$ cat config.mk
export PLATFORM = sky130hd
export DESIGN_NAME = en_pulse_gen
export DESIGN_NICKNAME = d
export VERILOG_FILES = /design/src/rtl/en_gen_pkg.sv /design/src/rtl/en_prescaler.sv /design/src/rtl/en_pulse_gen.sv
export SDC_FILE = /design/constraint.sdc
export NUM_CORES = 1
export LEC_CHECK = 0
export BUFFER_PORTS_ARGS = -buffer_cell sky130_fd_sc_hd__buf_2
export CAP_MARGIN = 0
export CORE_MARGIN = 2
export CORE_UTILIZATION = 61
export CTS_CLUSTER_SIZE = 12
export DETAILED_ROUTE_END_ITERATION = 12
export PLACE_DENSITY = 0.84
export SETUP_SLACK_MARGIN = 0.15
export SLEW_MARGIN = 20
export SYNTH_ARGS = -nofsm -noshare
export SYNTH_HDL_FRONTEND = slang
export SYNTH_SLANG_ARGS = --single-unit
$ cat constraint.sdc
create_clock -name clk -period 4.9 [get_ports clk]
set_clock_uncertainty 0.1 [all_clocks]
set_input_delay 0.245 -clock clk [delete_from_list [all_inputs] [get_ports clk]]
set_output_delay 0.245 -clock clk [all_outputs]
set_load 0.01 [all_outputs]
$ cat src/rtl/en_gen_pkg.sv
// Shared types and default widths for the enable-pulse generator.
package en_gen_pkg;

   localparam int DEF_DIV_W   = 8;
   localparam int DEF_BURST_W = 8;

   typedef enum logic [1:0] {
      IDLE = 2'd0,
      RUN  = 2'd1,
      DONE = 2'd2
   } en_state_e;

endpackage

$ cat src/rtl/en_prescaler.sv
// Free-running divide-by-(div_q+1) prescaler; tick marks the last cycle of each period.
module en_prescaler
   import en_gen_pkg::*;
#(
   parameter int DIV_W = DEF_DIV_W
) (
   input  logic             clk,
   input  logic             rst,
   input  logic             clear,
   input  logic             run,
   input  logic [DIV_W-1:0] div_q,
   output logic             tick
);

   logic [DIV_W-1:0] pre_q;
   logic [DIV_W-1:0] pre_d;

   assign tick = run && (pre_q == div_q);

   always_comb begin
      pre_d = pre_q;
      if (clear) begin
         pre_d = '0;
      end else if (run) begin
         pre_d = (pre_q == div_q) ? '0 : pre_q + DIV_W'(1);
      end
   end

   always_ff @(posedge clk) begin
      if (rst) begin
         pre_q <= '0;
      end else begin
         pre_q <= pre_d;
      end
   end

endmodule

$ cat src/rtl/en_pulse_gen.sv
// Burst/continuous enable-strobe generator: IDLE/RUN/DONE FSM plus pulse counter,
// driving a downstream counter's en input at a programmable rate.
module en_pulse_gen
   import en_gen_pkg::*;
#(
   parameter int DIV_W   = DEF_DIV_W,
   parameter int BURST_W = DEF_BURST_W
) (
   input  logic               clk,
   input  logic               rst,
   input  logic               start,
   input  logic               stop,
   input  logic [DIV_W-1:0]   div,
   input  logic [BURST_W-1:0] burst_len,
   output logic               en,
   output logic               busy,
   output logic               done
);

   en_state_e          state_q, state_d;
   logic [DIV_W-1:0]   div_q, div_d;
   logic [BURST_W-1:0] burst_q, burst_d;
   logic [BURST_W-1:0] pcnt_q, pcnt_d;
   logic               tick;
   logic               in_run;

   assign in_run = (state_q == RUN);

   en_prescaler #(
      .DIV_W (DIV_W)
   ) u_prescaler (
      .clk   (clk),
      .rst   (rst),
      .clear (!in_run),
      .run   (in_run),
      .div_q (div_q),
      .tick  (tick)
   );

   // Outputs are masked while rst is high so nothing leaks out during the reset cycle.
   always_comb begin
      state_d = state_q;
      div_d   = div_q;
      burst_d = burst_q;
      pcnt_d  = pcnt_q;
      en      = 1'b0;
      busy    = 1'b0;
      done    = 1'b0;

      case (state_q)
         IDLE: begin
            if (start && !stop) begin
               state_d = RUN;
               div_d   = div;
               burst_d = burst_len;
               pcnt_d  = '0;
            end
         end
         RUN: begin
            busy = !rst;
            if (stop) begin
               state_d = IDLE;
            end else if (tick) begin
               en     = !rst;
               pcnt_d = pcnt_q + BURST_W'(1);
               if ((burst_q != '0) && (pcnt_q == burst_q - BURST_W'(1))) begin
                  state_d = DONE;
               end
            end
         end
         DONE: begin
            done    = !stop && !rst;
            state_d = IDLE;
         end
         default: begin
            state_d = IDLE;
         end
      endcase
   end

   always_ff @(posedge clk) begin
      if (rst) begin
         state_q <= IDLE;
         div_q   <= '0;
         burst_q <= '0;
         pcnt_q  <= '0;
      end else begin
         state_q <= state_d;
         div_q   <= div_d;
         burst_q <= burst_d;
         pcnt_q  <= pcnt_d;
      end
   end

endmodule

==> flow_summary.yaml, run 1 <==
place:
  place_hpwl_mm: 2.33
  post-place-ws_ns: 2.63
  portBuffers: 22
  gp_congestion: 0.784
floorplan:
  rows: 19
  ios: 23
  coreArea_um2: 2760
  dieWidth_um: 58.0
  start_util_pct: 64.4
  die_height_um: 58.0
  die_area_um2: 3360
detailed_routing:
  top_layer: "met4"
  drtAntennaViolNets: 0
  wl_met1_mm: 1.68
  wl_mm: 3.25
  wl_met3_um: 165
  vias: 1510
  wire_per_inst_um: 12.3
  viasPerCell: 5.72
  dr.pass1.iters: 4
  drc: 0
  drt_iter0_drc: 81
  dr_wl_met2_mm: 1.37
power_and_ir_drop:
  ir_drop_uv: 219
  power_density_nw_per_um2: 261
  total_power_uw: 503
  power.leakage_uw: 0.000734
timing:
  hold_viol: 0
  hold_slack_ns: 0.0344
  maxSlewHeadroom_pct: 32.7
  fmax_mhz: 443
  setup_ws_ns: 2.64
  tns_ns: 0
  drv_slew: 0
  fin_crit_sh_pct: 46.1
  rsz0062_at_grt: "no"
  setup_viol: 0
  worstMarginPinSlew_ns: 1.01
  post-route-min-period_ns: 2.26
finish:
  drive_gt1_share_pct: 14.2
  antenna_cells: 0
  nets: 257
  syn_to_final_growth_pct: 8.46
synthesis:
  ys_types: 39
  post_synth_main_area_contributors: "dfxtp_1 (38%), nand2_1 (9.3%), xnor2_1 (7.4%), a21oi_1 (5.1%), xor2_1 (3.5%)"
  yosys_warnings: 0
  synth_top_area_cell: "dfxtp_1"
  netlist_area_um2: 1780
  ys_seq_area_share_pct: 38.3
  syn_nets: 240
  netlist_instances: 217
  yosys.area.top_type_share_pct: 38.3
  syn_area_per_cell_um2: 8.18
  synth_seq_cells: 34
clocking:
  cts_hold_buf: 0
  htreeDepth: 2
  tritoncts: "done"
  cts.clk_slew.worst_paths_ns: 0.10
  post_cts_resize_count: 0
  root_buffer: "clkbuf_4"
  clk_path_buf_depth: 2
  cts_setup_buffers: 0
  clock_sinks: 34
  cts_buffers: 5
  clkLatencyLatePin_ns: 0.34
worst_setup_path:
  ff2ff_setup_slack_ns: 2.64
  worst-setup-path-type: "reg -> reg"
  crit_path_end_kind: "register"
  cp_data_required_time_ns: 5.04
  setup.worst_path.start_class: "register"
  worstPathMaxFanout: 5
  r2r_cells: 7
  reg2reg_from: "burst_q[0]$_SDFFE_PP0P_"
  cp.arrival_ns: 2.40
  startpoint: "burst_q[0]$_SDFFE_PP0P_"
  timing.rr.end: "state_q[0]$_SDFFE_PP0P_"
outcome:
  status: "complete, no violations"
job:
  maxCapViolations: 0
hold_path:
  whs_path_depth: 3
  holdPathEnd: "div_q[0]$_SDFFE_PP0P_"
  hold_path.class: "in -> reg"
  hp-start: "div[0]"
global_route:
  gr-total-overflow: 0
  grt_usage_pct: 22.7
  antenna_found_initial: 0
  grt_pass1_vias: 1341
  grt_max_degree: 34
  grt_pass1_wl_mm: 5.84
-- kinds of logic (layout without fill, tap and decap cells) --
| family | count (synthesis) | count (layout) | share of synthesized area, % |
|---|---|---|---|
| AO/OA/AOI/OAI | 37 | 37 | 15.2 |
| XOR/XNOR | 22 | 22 | 10.9 |
| adder cells (fa/ha/maj) | 3 | 3 | 2.11 |
| buffers and inverters | 20 | 36 | 4.72 |
| flip-flops | 34 | 34 | 38.3 |
| multiplexers | 2 | 2 | 1.13 |
| AND/OR/NAND/NOR | 99 | 99 | 27.7 |
-- cell usage after synthesis --
library cell	count
nand2_1	44
buf_6	1
mux2i_1	2
o31a_1	1
and3b_1	2
a211oi_1	1
a211o_1	2
a21oi_1	18
xnor2_1	15
ha_1	3
nand2b_1	1
nor3b_1	1
nand3_1	9
and3_1	4
nor2_1	11
clkbuf_1	11
o2111ai_1	6
and2_1	1
inv_1	7
or4_1	1
o311ai_0	1
a221o_1	1
nand4_1	9
nand3b_1	1
nor4b_2	1
or3_1	1
o211ai_1	1
or2_2	2
nor4b_1	1
nor3_1	4
xor2_1	7
a2111o_1	5
nor2b_1	2
a32o_1	1
nor4_1	2
buf_2	1
or4b_1	1
or3b_2	1
dfxtp_1	34
-- critical path, cell delays in order (launching register included) --
cell,delay (ns)
dfxtp_1,0.36
inv_1,0.07
ha_1,0.20
or3b_2,0.50
nor3_1,0.21
mux2i_1,0.22
o2111ai_1,0.21
a32o_1,0.30
-- metal layers --
metal,GRT usage [%],up-vias
li1,-,806
met1,31.8,666
met2,32.5,34
met3,8.26,4
met4,7.64,0
met5,0,-
-- through the flow --
step,cells,utilization [%],area (um^2)
after floorplan,217,-,1780
after global placement,258,68.0,1870
after detailed placement,258,68.0,1870
after CTS,264,69.8,1930
after global routing,264,69.8,1930
final,264,69.8,1930
-- power breakdown --
group,leakage (uW),switching [uW],internal (uW)
combinational,0.000428,34.6,27.5
clock,0.0000302,85.3,64.6
sequential,0.000276,7.85,283
total,0.000734,128,376
-- worst max path at each step --
stage | to | slack (ns) | depth (start not counted)
final | state_q[0]$_SDFFE_PP0P_ | 2.64 | 7
after global routing | state_q[0]$_SDFFE_PP0P_ | 2.50 | 7
after CTS | state_q[0]$_SDFFE_PP0P_ | 2.64 | 7
after detailed placement | state_q[0]$_SDFFE_PP0P_ | 2.63 | 7
after floorplan | state_q[0]$_SDFFE_PP0P_ | 2.83 | 7
after global placement | state_q[0]$_SDFFE_PP0P_ | 2.66 | 7
-- sequential cells by signal (all words and copies together), names as in the netlist --
| signal | cells |
|---|---|
| burst_q | 8 |
| div_q | 8 |
| pcnt_q | 8 |
| state_q | 2 |
| u_prescaler.pre_q | 8 |
-- cell usage in the layout, fill, tap and decap left out, types with 2 or more instances in the layout --
master	count
nor4_1	2
o2111ai_1	6
and3b_1	2
mux2i_1	2
nand3_1	9
xnor2_1	15
inv_1	7
buf_2	22
nor3_1	4
nor2_1	11
ha_1	3
clkbuf_4	5
nand2_1	44
dfxtp_1	34
nor2b_1	2
a2111o_1	5
a21oi_1	18
a211o_1	2
xor2_1	7
nand4_1	9
or2_2	2
and3_1	4
-- area by class of cell --
| type | instances | area [um^2] |
|---|---|---|
| Multi-Input combinational cell | 163 | 1010 |
| Fill cell | 233 | 832 |
| Sequential cell | 34 | 681 |
| Timing Repair Buffer | 23 | 118 |
| Clock buffer | 6 | 51.3 |
| Tap cell | 31 | 38.8 |
| Inverter | 7 | 26.3 |
Note: power is estimated with default switching activity, not from simulation.
==> run 2, diff against run 1 <==
- CORE_UTILIZATION: 61 -> 51
- PLACE_DENSITY: 0.84 -> 0.75
- clock period: 4.9 -> 1.81 ns (I/O delays scaled with it)
==> flow_summary.yaml, run 2 (synthesis results as in run 1) <==
outcome:
  status: "complete, but fails checks"
  violations: "setup timing"
power_and_ir_drop:
  combPwrFrac_pct: 18.1
  total_power_uw: 1520
  clkPwrFrac_pct: 30.0
  power.leakage_uw: 0.000981
  power_density_nw_per_um2: 612
  internal-power_uw: 1100
  ir_drop_uv: 514
  power_frac_seq_pct: 51.9
  swShare_pct: 27.7
  power.switching_uw: 422
place:
  portBuffers: 22
  dpl_cell_area_um2: 2090
  place_inst: 297
  gp_congestion: 0.841
  place_hpwl_mm: 2.67
finish:
  antenna_cells: 0
  seq_area_um2: 702
  nFillCells: 236
  syn_to_final_growth_pct: 40.0
  layout_commonest_cell: "nand2_1"
  mostFrequentLayoutCells: "nand2_1 (44), buf_4 (27), buf_2 (22), dfxtp_1 (19)"
  multi_input_area_um2: 1120
  finalNonFillerCells: 326
  stdcell_area_um2: 2490
  drive_gt1_share_pct: 35.0
  nets: 302
clocking:
  cts_buffers: 5
  htreeDepth: 2
  tritoncts: "done"
  clk_path_buf_depth: 2
  clkLatencyLatePin_ns: 0.34
  cts.clk_slew.worst_paths_ns: 0.11
  root_buffer: "clkbuf_4"
  clock_sinks: 34
detailed_routing:
  vias: 1790
  viasPerCell: 5.49
  drtAntennaViolNets: 0
  drc: 0
  drt_iter0_drc: 110
  wl_mm: 4.63
  dr.pass1.iters: 4
  wire_per_inst_um: 14.2
global_route:
  antenna_found_initial: 0
  grt_max_degree: 34
  grt_pass1_vias: 1616
  grt_pass1_wl_mm: 7.17
  grt_usage_pct: 23.1
  gr-total-overflow: 0
timing:
  setup_viol: 10
  maxSlewHeadroom_pct: 67.5
  hold_viol: 0
  fin_crit_sh_pct: 110
  hold_slack_ns: 0.0387
  fmax_mhz: 503
  worstMarginPinSlew_ns: 0.484
  setup_ws_ns: -0.179
  rsz0062_at_grt: "yes"
  tns_ns: -0.920
  post-route-min-period_ns: 1.99
  drv_slew: 0
hold_path:
  hold_path.class: "in -> reg"
  whs_path_depth: 4
  hp-start: "stop"
floorplan:
  coreArea_um2: 3340
  die_area_um2: 3970
  rows: 21
  die_height_um: 63
  start_util_pct: 53.2
  dieWidth_um: 63
  ios: 23
worst_setup_path:
  worstPathMaxFanout: 4
  cp.arrival_ns: 2.14
  cp_num_cells: 7
  crit_path_end_kind: "register"
  reg2reg_from: "burst_q[0]$_SDFFE_PP0P_"
  startpoint: "burst_q[0]$_SDFFE_PP0P_"
  setup.worst_path.start_class: "register"
  path_delay_family: "compound AO/OA/AOI/OAI gates"
  max_stage_delay_ns: 0.41
  crit_slowest_cell: "or3b_4"
  cp_data_required_time_ns: 1.96
  worst-setup-path-type: "reg -> reg"
  crit_chain: "inv_2, ha_4, or3b_4, o31a_1, nor3_1, o2111ai_1, a32o_1"
  r2r_cells: 7
  crit_buf_inv: 1
job:
  maxCapViolations: 0
run 2: changes by cell type in the layout (fill, tap and decap cells not counted), sizes merged:
cell         delta
clkinv          +1
buf            +29
clkinvlp        +1
dlygate4sd3    +16
run 2: metal layers:
layer	global-route usage [%]	share of wire, %	vias up	wire length [um]
met5	0	0	-	0
met4	9.17	1.4	0	67
met3	4.50	6.1	6	283
met2	38.4	50	56	2300
met1	29.2	43	841	1980
li1	-	-	887	-
run 2: repair_timing:
action | 4_1_cts | 5_1_grt
hold endpoints to repair | 16 | 0
hold buffers | 16 | 0
gates resized for setup | 23 | 16
pin swaps | 22 | 13
setup endpoints to repair | 11 | 14
cloned | 1 | 0
buffers inserted | 3 | 1
run 2: cell type report:
class | instances | area share (%)
multi-input combinational | 163 | 45.1
sequential | 34 | 28.2
timing repair buffer | 68 | 20.7
tap | 46 | 2.32
clock buffer | 6 | 2.06
inverter | 7 | 1.06
clock inverter | 2 | 0.503
run 2: worst paths after layout:
path                             end  slack (ns)
max          state_q[0]$_SDFFE_PP0P_       -0.18
min          state_q[1]$_SDFFE_PP0P_        0.04
max reg2reg  state_q[0]$_SDFFE_PP0P_       -0.18
min reg2reg    div_q[5]$_SDFFE_PP0P_        0.38
run 2: worst reg2reg max path: cells and delay by family, from the launching register on:
| kind | cells | cell delay [ns] |
|---|---|---|
| AO/OA/AOI/OAI | 3 | 0.72 |
| AND/OR/NAND/NOR | 2 | 0.54 |
| flip-flops | 1 | 0.34 |
| adder cells (fa/ha/maj) | 1 | 0.13 |
| buffers and inverters | 1 | 0.07 |
run 2: per-stage QoR:
stage	setup slack (ns)	util (%)
global route	-0.229	74.5
global placement	-0.199	62.7
detailed placement	-0.213	62.7
floorplan	-0.119	-
finish	-0.179	74.5
CTS	-0.165	72.4
run 2: power groups by stage:
stage               Sequential [uW]  Combinational, uW  Clock (uW)
floorplan                       800                130           0
global placement                801                205           0
detailed placement              802                207           0
CTS                             787                254         464
global route                    794                302         502
finish                          790                275         456
